$ cat src/rtl/bram_stream_reader.sv
// Read-side streaming engine for a simple dual-port BRAM. It walks a wrapping address
// range and emits the words as a valid/ready stream through a credit-limited 4-entry FIFO.
module bram_stream_reader #(
  parameter int ADDR_WIDTH = 8,
  parameter int DATA_WIDTH = 32
) (
  input  logic                  clk,
  input  logic                  rst_n,
  input  logic                  start,
  input  logic [ADDR_WIDTH-1:0] base_addr,
  input  logic [ADDR_WIDTH:0]   length,
  output logic                  busy,
  output logic                  done,
  output logic [ADDR_WIDTH-1:0] rd_addr,
  input  logic [DATA_WIDTH-1:0] rd_data,
  output logic                  m_valid,
  input  logic                  m_ready,
  output logic [DATA_WIDTH-1:0] m_data,
  output logic                  m_last
);

  localparam int FIFO_DEPTH = 4;

  localparam logic [1:0] S_IDLE  = 2'd0;
  localparam logic [1:0] S_ISSUE = 2'd1;
  localparam logic [1:0] S_DRAIN = 2'd2;

  localparam logic [2:0]          CREDITS = 3'd4;
  localparam logic [ADDR_WIDTH:0] REM_ONE = (ADDR_WIDTH+1)'(1);

  function automatic logic [ADDR_WIDTH-1:0] addr_wrap_inc(input logic [ADDR_WIDTH-1:0] a);
    return a + ADDR_WIDTH'(1);
  endfunction

  function automatic logic [1:0] ptr_inc(input logic [1:0] p);
    return p + 2'd1;
  endfunction

  logic [1:0]            state;
  logic [ADDR_WIDTH:0]   remaining;
  logic [ADDR_WIDTH-1:0] next_addr;
  logic [2:0]            outstanding;

  logic                  issue_p0;
  logic                  last_p0;
  logic [ADDR_WIDTH-1:0] issue_addr;
  logic [ADDR_WIDTH:0]   rem_src;

  logic                  vld_p1;
  logic                  last_p1;
  logic                  vld_p2;
  logic                  last_p2;

  logic [DATA_WIDTH-1:0] fifo_data [FIFO_DEPTH];
  logic [FIFO_DEPTH-1:0] fifo_last;
  logic [1:0]            wr_ptr;
  logic [1:0]            rd_ptr;
  logic [2:0]            fifo_count;

  logic                  push;
  logic                  pop;

  assign push = vld_p2;
  assign pop  = m_valid && m_ready;

  // In IDLE the first address issues on the same edge that accepts start,
  // which is what puts base_addr on rd_addr one cycle after the strobe.
  always_comb begin
    issue_p0   = 1'b0;
    issue_addr = next_addr;
    rem_src    = remaining;
    case (state)
      S_IDLE: begin
        issue_p0   = start && (length != '0);
        issue_addr = base_addr;
        rem_src    = length;
      end
      S_ISSUE: issue_p0 = (outstanding < CREDITS) || pop;
      default: ;
    endcase
  end

  assign last_p0 = (rem_src == REM_ONE);

  // Stage p0 -> p1/p2: command FSM, address issue and credit tracking
  always_ff @(posedge clk) begin
    if (!rst_n) begin
      state       <= S_IDLE;
      done        <= 1'b0;
      remaining   <= '0;
      outstanding <= '0;
      rd_addr     <= '0;
      vld_p1      <= 1'b0;
      vld_p2      <= 1'b0;
    end else begin
      done <= 1'b0;
      case (state)
        S_IDLE: begin
          if (start) begin
            if (length == '0) done  <= 1'b1;
            else              state <= last_p0 ? S_DRAIN : S_ISSUE;
          end
        end
        S_ISSUE: begin
          if (issue_p0 && last_p0) state <= S_DRAIN;
        end
        S_DRAIN: begin
          if (pop && m_last) begin
            state <= S_IDLE;
            done  <= 1'b1;
          end
        end
        default: state <= S_IDLE;
      endcase

      if (issue_p0) begin
        rd_addr   <= issue_addr;
        remaining <= rem_src - REM_ONE;
      end

      vld_p1 <= issue_p0;
      vld_p2 <= vld_p1;

      case ({issue_p0, pop})
        2'b10:   outstanding <= outstanding + 3'd1;
        2'b01:   outstanding <= outstanding - 3'd1;
        default: ;
      endcase
    end
  end

  always_ff @(posedge clk) begin
    if (issue_p0) next_addr <= addr_wrap_inc(issue_addr);
    last_p1 <= issue_p0 && last_p0;
    last_p2 <= last_p1;
  end

  // Stage p2 -> FIFO: rd_data is valid in the cycle vld_p2 is high
  always_ff @(posedge clk) begin
    if (!rst_n) begin
      wr_ptr     <= '0;
      rd_ptr     <= '0;
      fifo_count <= '0;
    end else begin
      if (push) wr_ptr <= ptr_inc(wr_ptr);
      if (pop)  rd_ptr <= ptr_inc(rd_ptr);
      case ({push, pop})
        2'b10:   fifo_count <= fifo_count + 3'd1;
        2'b01:   fifo_count <= fifo_count - 3'd1;
        default: ;
      endcase
    end
  end

  always_ff @(posedge clk) begin
    if (push) begin
      fifo_data[wr_ptr] <= rd_data;
      fifo_last[wr_ptr] <= last_p2;
    end
  end

  assign m_valid = (fifo_count != '0);
  assign m_data  = m_valid ? fifo_data[rd_ptr] : '0;
  assign m_last  = m_valid && fifo_last[rd_ptr];
  assign busy    = (state != S_IDLE);

endmodule

$ cat config.mk
export PLATFORM = sky130hd
export DESIGN_NAME = bram_stream_reader
export DESIGN_NICKNAME = d
export VERILOG_FILES = /design/src/rtl/bram_stream_reader.sv
export SDC_FILE = /design/constraint.sdc
export NUM_CORES = 1
export LEC_CHECK = 0
export ABC_AREA = 1
export CORE_ASPECT_RATIO = 0.9
export CORE_MARGIN = 4
export CORE_UTILIZATION = 45
export CTS_CLUSTER_DIAMETER = 100
export DETAILED_ROUTE_END_ITERATION = 12
export PLACE_DENSITY = 0.67
export SLEW_MARGIN = 10
export SYNTH_ARGS = -nofsm -noshare
export SYNTH_HDL_FRONTEND = slang
export SYNTH_SLANG_ARGS = --single-unit
$ cat constraint.sdc
create_clock -name clk -period 2.95 [get_ports clk]
set_clock_uncertainty 0.15 [all_clocks]
set_input_delay 0.4425 -clock clk [delete_from_list [all_inputs] [get_ports clk]]
set_output_delay 0.4425 -clock clk [all_outputs]
set_load 0.02 [all_outputs]
==> Word level (Yosys, flattened, before mapping) <==
Memory sizes are Yosys's and may differ from the RTL's. A register that Yosys moved wholly into a read port is not among the register bits.
Cells that the tools add are included.
{ "op_classes": {"n_lt_le_gt_ge": 4, "reduce_logical": 15, "mux": 25, "n_addsub": 8, "eq_ne": 11} }
{ "op_table": {"columns": ["cell", "count"], "rows": [
  ["two-way mux 32 bit", 1],
  ["two-way mux 2 bit", 7],
  ["case mux 3 bit (2 select lines)", 2],
  ["== test 9 x 1 -> 1 bit (second input constant)", 1],
  ["zero test 9 bit", 1],
  ["two-way mux 9 bit", 1],
  ["nonzero test 9 bit", 1],
  ["subtractor 9 x 1 -> 9 bit (second input constant)", 1],
  ["adder 8 x 1 -> 8 bit (second input constant)", 1],
  ["two-way mux 8 bit", 1],
  ["!= test 2 bit (second input constant)", 4],
  ["two-way mux 1 bit", 7],
  ["adder 3 x 1 -> 3 bit (second input constant)", 2],
  ["== test 2 x 1 -> 1 bit (second input constant)", 3],
  ["== test 2 bit (second input constant)", 3],
  ["logical AND 1 bit", 6],
  ["< comparator 2 x 3 -> 1 bit (second input constant)", 2],
  ["case mux 2 bit (3 select lines)", 1],
  ["nonzero test 2 bit", 3],
  ["subtractor 3 x 1 -> 3 bit (second input constant)", 2],
  ["adder 2 x 1 -> 2 bit (second input constant)", 2],
  ["bitwise mux 4 bit", 1],
  ["case mux 1 bit (2 select lines)", 2],
  ["AND reduction 4 bit", 1],
  ["other kinds (7)", 7]
]} }
{ "word_totals": {"reg_bits": 46, "memories": 1, "word_cells": 78, "input_bits": 53, "ramBits": 128} }
{ "memory_table": {"columns": ["memory", "depth", "word_bits", "rd", "rd_clocked_by_memory_dff", "wr", "line_no", "text"], "rows": [
  ["fifo_data", 4, 32, 1, 1, 1, "54", "logic [DATA_WIDTH-1:0] fifo_data [FIFO_DEPTH];"]
]} }

==> Logic depth before layout (Yosys ltp) <==
Gate-level depths: netlist of run 1.
{ "depth": {"word_depth": 7, "mapped_depth": 15} }

==> Worst setup path after synthesis of run 1 <==
Ideal clock, no wire load.
{ "synth_path": {"path_kind": "reg2reg", "from": "register fifo_count[0]", "to": "register outstanding[2]", "path_stages_with_launch": 16, "synth_period_minus_slack_ns": 2.471, "n_path_buf": 1, "path_slack_ns": 0.479, "arrival_ns": 2.199, "cell_sequence": "dfxtp_1 > inv_1 > nand3_1 > nand2_1 > nand2_1 > nand2_1 > nand2_1 > buf_2 > inv_2 > ha_1 > inv_1 > fa_1 > a21oi_1 > o21ai_0 > o21ai_0 > a21oi_1"} }
{ "synth_via": {"elab_chain_cells": 6, "word_cells_on_any_way": 8} }
{ "synth_lines": {"columns": ["element", "line_no", "text"], "rows": [
  ["start: declaration", "58", "logic [2:0] fifo_count;"],
  ["start signal: assignment", "148", "2'b10: fifo_count <= fifo_count + 3'd1;"],
  ["start signal: assignment", "149", "2'b01: fifo_count <= fifo_count - 3'd1;"],
  ["nonzero test 3 bit *", "162", "assign m_valid = (fifo_count != '0);"],
  ["via m_valid", "16", "output logic m_valid,"],
  ["logical AND 1 bit *", "64", "assign pop = m_valid && m_ready;"],
  ["logical OR 1 bit", "78", "S_ISSUE: issue_p0 = (outstanding < CREDITS) || pop;"],
  ["case mux 1 bit (2 select lines)", "72", "case (state)"],
  ["== test 2 x 1 -> 1 bit / == test 2 bit (equally long branches)", "124", "case ({issue_p0, pop})"],
  ["case mux 3 bit (2 select lines) / nonzero test 2 bit (equally long branches)", null, null],
  ["end signal: assignment", "125", "2'b10: outstanding <= outstanding + 3'd1;"],
  ["end signal: assignment", "126", "2'b01: outstanding <= outstanding - 3'd1;"],
  ["end: declaration", "42", "logic [2:0] outstanding;"]
]} }
The timed path passes the listed nets; every way through them passes the cells marked *.
A chain may end at the register's enable or synchronous reset.

==> results of run 1 <==
==> power by group <==
| group | total [uW] | switching (uW) | internal (uW) |
|---|---|---|---|
| Clock | 2160 | 971 | 1190 |
| Sequential | 2860 | 59.8 | 2800 |
| Combinational | 1430 | 865 | 565 |
==> final cells by class <==
type / count / area, um^2
Sequential cell: 176 / 4930
Multi-Input combinational cell: 453 / 2130
Tap cell: 207 / 259
Clock inverter: 15 / 149
Clock buffer: 17 / 425
Timing Repair Buffer: 111 / 1170
Fill cell: 1321 / 6840
Inverter: 45 / 169
==> final timing paths <==
| kind | startpoint | endpoint | slack [ns] | depth (start not counted) |
|---|---|---|---|---|
| worst max-delay path | flip-flop | m_data[21] | 0.14 | 6 |
| worst min-delay path | last_p1$_DFF_P_ | last_p2$_DFF_P_ | 0.18 | 0 |
| worst max register to register | fifo_count[0]$_SDFFE_PN0P_ | outstanding[2]$_SDFFE_PN0P_ | 0.60 | 14 |
| worst min register to register | last_p1$_DFF_P_ | last_p2$_DFF_P_ | 0.18 | 0 |
==> sequential cells by signal, summed over array words and instances, names as in the netlist, named ones only <==
signal	flops
vld_p1	1
rd_ptr	2
rd_addr	8
state	2
push	1
remaining	9
done	1
wr_ptr	2
fifo_count	3
outstanding	3
fifo_last	4
fifo_data	128
last_p2	1
last_p1	1
next_addr	8
==> logic make-up (layout without fill, tap and decap cells) <==
family                     count (synthesis)  in the layout  share of synthesized area (%)
and+or+nand+nor                          273            273                           14.8
AOI/OAI and AO/OA                        160            160                           11.0
adders and majority gates                 11             11                           2.07
buffers and inverters                     78            188                           4.25
xor gates and xnor gates                   9              9                           1.07
DFF                                      176            176                           66.8
==> worst max-delay path, cell delays in order (launching register included) <==
cell and delay (ns):
dfxtp_1 0.33, inv_1 0.14, buf_4 0.29, nor2_1 0.13, o21ai_0 0.08, a21oi_1 0.18, clkdlybuf4s50_1 0.64
==> metrics by stage <==
stage | setup slack [ns] | hold slack, ns | area, um^2
floorplan | 0.479 | 0.160 | 7370
global placement | 0.161 | 0.161 | 8630
detailed placement | 0.0628 | 0.166 | 8630
CTS | 0.0581 | 0.183 | 9210
global route | 0.0145 | 0.212 | 9230
finish | 0.139 | 0.184 | 9230
==> synthesized netlist by cell type (3+ instances only) <==
| master | count |
|---|---|
| a21oi_1 | 56 |
| buf_1 | 10 |
| buf_2 | 4 |
| clkbuf_1 | 16 |
| dfxtp_1 | 36 |
| edfxtp_1 | 140 |
| ha_1 | 9 |
| inv_1 | 43 |
| nand2_1 | 75 |
| nand2_2 | 4 |
| nand3_1 | 9 |
| nand4_1 | 3 |
| nor2_1 | 174 |
| nor2_2 | 4 |
| nor2_4 | 3 |
| o21ai_0 | 94 |
| o21ai_1 | 7 |
| o21ai_2 | 3 |
| xnor2_1 | 3 |
| xor2_1 | 6 |
==> repair_timing <==
action / 4_1_cts / 5_1_grt
hold endpoints to repair: 0 / 0
resized for setup: 1 / 8
setup endpoints to repair: 2 / 8
==> layer usage <==
| metal | track usage, % | up-vias | wire length, um |
|---|---|---|---|
| met5 | 0 | - | 0 |
| met4 | 4.97 | 0 | 144 |
| met3 | 5.09 | 14 | 917 |
| met2 | 29.9 | 131 | 7770 |
| met1 | 21.7 | 2437 | 6810 |
| li1 | - | 2593 | - |
==> impl_metrics.json, run 1 <==
{
  "critPathMaxFanout": 26,
  "grt_max_degree": 39,
  "syn_to_final_growth_pct": 25.3,
  "finalNetCount": 868,
  "max_freq_mhz": 356,
  "ys.warnings.count": 0,
  "viasPerCell": 5.05,
  "power.total_uw": 6450,
  "io_pins": 97,
  "dieArea_mm2": 0.0185,
  "h-tree-depth": 4,
  "rsz0062_at_grt": "false",
  "ant_nets": 0,
  "n_antenna_cell": 0,
  "worst-endpoint-arrival_ns": 2.22,
  "fp.dieW_um": 143,
  "most-common-layout-cells": "174 x nor2_1, 140 x edfxtp_1, 94 x o21ai_0",
  "cts_setup_buffers": 0,
  "clk_path_buf_depth": 2,
  "cts-root-buf": "clkbuf_16",
  "start_kind": "flip-flop",
  "grt_pass1_vias": 5021,
  "drtIter0Drc": 218,
  "drv_cap": 0,
  "setup_tns_ns": 0,
  "drc": 0,
  "netlist.area_leader.share_pct": 57.1,
  "power_density_mw_per_mm2": 699,
  "synth.avg_cell_area_um2": 10.4,
  "synth_edf_count": 140,
  "synth-async-reset-ratio_pct": 0,
  "ys_ff_latch": 176,
  "cts_made_buffers": 17,
  "cp.required_ns": 2.36,
  "hold_viol_final": 0,
  "clk_latency_ns": 0.43,
  "grt_first_pass_wirelength_um": 24800,
  "initial_core_util_pct": 45.8,
  "final_common_cell": "nor2_1",
  "fin_crit_sh_pct": 95.3,
  "cts.sinks": 176,
  "synth_top_area_cell": "edfxtp_1",
  "vias": 5175,
  "synth_ff_type": "edfxtp_1",
  "holdBufCountCts": 0,
  "portBuffers": 96,
  "cts.clk_slew.worst_paths_ns": 0.07,
  "cts_tree": "done",
  "syn_area_mm2": 0.00737,
  "power.leakage_uw": 0.00351,
  "drive_gt1_share_pct": 7.71,
  "end_kind": "output port",
  "netlist_top_cells_area": "edfxtp_1 57%, dfxtp_1 9.8%, nor2_1 8.9%, o21ai_0 6.4%, nand2_1 3.8%",
  "status": "completed",
  "finalNonFillerCells": 1024,
  "final_util_pct": 57.4,
  "synth.net_count": 771,
  "report.final.slew_viol_count": 0,
  "gr-total-overflow": 0,
  "num_rows": 44,
  "drt-total-wl_um": 15600,
  "ir_worst_vdd_v": 0.000427,
  "die_y_um": 129,
  "fin_crit_ns": 2.81,
  "fp.coreArea_mm2": 0.0161,
  "dp.cells": 992,
  "place_congestion": 0.880,
  "min_path_type": "flip-flop to flip-flop",
  "grt.total_usage_pct": 17.4,
  "routedWlPerCell_um": 15.3,
  "yosys.cell_types.count": 26,
  "dp_hpwl_um": 9850,
  "synth-seq-area-share_pct": 66.8,
  "relSlewSlack_pct": 56.0,
  "dr.pass1.iters": 4,
  "setup_violations": 0,
  "synthCells": 707,
  "path_class": "flip-flop to output port",
  "grt_antenna_before_repair": 0,
  "worst_pin_slew_ns": 0.659
}
(Power assumes the default switching activity.)
==> run 2: changes to the inputs <==
- MAX_ROUTING_LAYER: unset -> met4
==> run 2 against run 1 <==
  * Utilization unchanged
  * First-iteration DRC count rose by 14%
  * Register-to-register slack about the same
  * Critical path type unchanged
==> impl_metrics.json, run 2 (synthesis results as in run 1) <==
{
  "status": "completed",
  "io_pins": 97,
  "largestRegisters": "fifo_data: 128 flops, remaining: 9 flops",
  "report.final.slew_viol_count": 0,
  "min_path_type": "flip-flop to flip-flop",
  "h-tree-depth": 4,
  "place_congestion": 0.894,
  "ant_nets": 0,
  "cts_setup_buffers": 0,
  "crit_family": "buffers and inverters",
  "worst_pin_slew_ns": 0.653,
  "fin_crit_sh_pct": 95.5,
  "grt_antenna_before_repair": 0,
  "multi_input_area_mm2": 0.00213,
  "cts-resized-gates": 1,
  "cts_tree": "done",
  "fin_crit_ns": 2.82,
  "hold_viol_final": 0,
  "critPathSlowestCell": "clkdlybuf4s50_1",
  "grt_first_pass_wirelength_um": 24700,
  "r2r_slack_ns": 0.60,
  "num_rows": 44,
  "max_freq_mhz": 355,
  "drv_cap": 0,
  "setup_violations": 0,
  "final_common_cell": "nor2_1",
  "drt-total-wl_um": 15600,
  "n_antenna_cell": 0,
  "fp.coreArea_mm2": 0.0161,
  "dieArea_mm2": 0.0185,
  "start_kind": "flip-flop",
  "grt_max_degree": 39,
  "cp.required_ns": 2.36,
  "fp.dieW_um": 143,
  "holdBufCountCts": 0,
  "clk_latency_ns": 0.43,
  "preCtsSetupSlack_ns": 0.0628,
  "die_y_um": 129,
  "dp_hpwl_um": 9850,
  "layout_setup_ws_ns": 0.132,
  "critical_path_buf_inv_count": 3,
  "worst-endpoint-arrival_ns": 2.23,
  "regMostFlops": "fifo_data",
  "grt_pass1_vias": 5024,
  "setup_tns_ns": 0,
  "drtIter0Drc": 248,
  "cts.sinks": 176,
  "most-common-layout-cells": "174 x nor2_1, 140 x edfxtp_1, 94 x o21ai_0",
  "cts_made_buffers": 17,
  "viasPerCell": 5.06,
  "cts.clk_slew.worst_paths_ns": 0.06,
  "vias": 5180,
  "grt.total_usage_pct": 18.0,
  "seq_area_mm2": 0.00493,
  "power_density_mw_per_mm2": 699,
  "relSlewSlack_pct": 56.4,
  "cts-root-buf": "clkbuf_16",
  "initial_core_util_pct": 45.8,
  "syn_to_final_growth_pct": 25.3,
  "dr.pass1.iters": 5,
  "largest_reg_flops": 128,
  "routedWlPerCell_um": 15.2,
  "rsz0062_at_grt": "false",
  "finalNetCount": 868,
  "power.total_uw": 6450,
  "drc": 0,
  "gr-total-overflow": 0,
  "fill_cells": 1321,
  "ir_worst_vdd_v": 0.000424,
  "portBuffers": 96,
  "max_stage_delay_ns": 0.64,
  "power.leakage_uw": 0.00351,
  "drive_gt1_share_pct": 7.71,
  "clk_path_buf_depth": 2,
  "whs_ns": 0.184,
  "end_kind": "output port",
  "path_class": "flip-flop to output port",
  "worstPathCellList": "inv_1, buf_4, nor2_1, o21ai_0, a21oi_1, clkdlybuf4s50_1",
  "critPathMaxFanout": 26
}
## run 2: final cells by class
cell class / count / area share, %
clock buffer: 17 / 4.61
clock inverter: 15 / 1.61
inverter: 45 / 1.83
multi-input combinational: 453 / 23.1
sequential: 176 / 53.4
tap: 207 / 2.81
timing repair buffer: 111 / 12.7
## run 2: final timing paths
| check | start | depth (start not counted) | end |
|---|---|---|---|
| setup / recovery | flip-flop | 6 | m_data[21] |
| hold / removal | last_p1$_DFF_P_ | 0 | last_p2$_DFF_P_ |
| setup reg to reg | fifo_count[0]$_SDFFE_PN0P_ | 14 | outstanding[2]$_SDFFE_PN0P_ |
| hold reg to reg | last_p1$_DFF_P_ | 0 | last_p2$_DFF_P_ |
## run 2: metrics by stage
stage	util [%]	cells	instance area [um^2]
after detailed placement	53.7	992	8630
final	57.4	1024	9230
after CTS	57.3	1024	9210
after global placement	53.7	992	8630
after global routing	57.4	1024	9230
after floorplan	-	707	7370
## run 2: layer usage
layer | global-route usage, % | wire length, um | part of all wire, % | vias up
met5 | - | 0 | 0 | -
met4 | 5.48 | 169 | 1.1 | 0
met3 | 4.61 | 908 | 5.8 | 14
met2 | 29.9 | 7720 | 49 | 142
met1 | 21.8 | 6820 | 44 | 2430
li1 | - | - | - | 2594
## run 2: power by group
group	total, uW	internal, uW	switching [uW]
Combinational	1430	565	867
Clock	2160	1190	965
Sequential	2860	2800	59.6
Total	6450	4560	1890
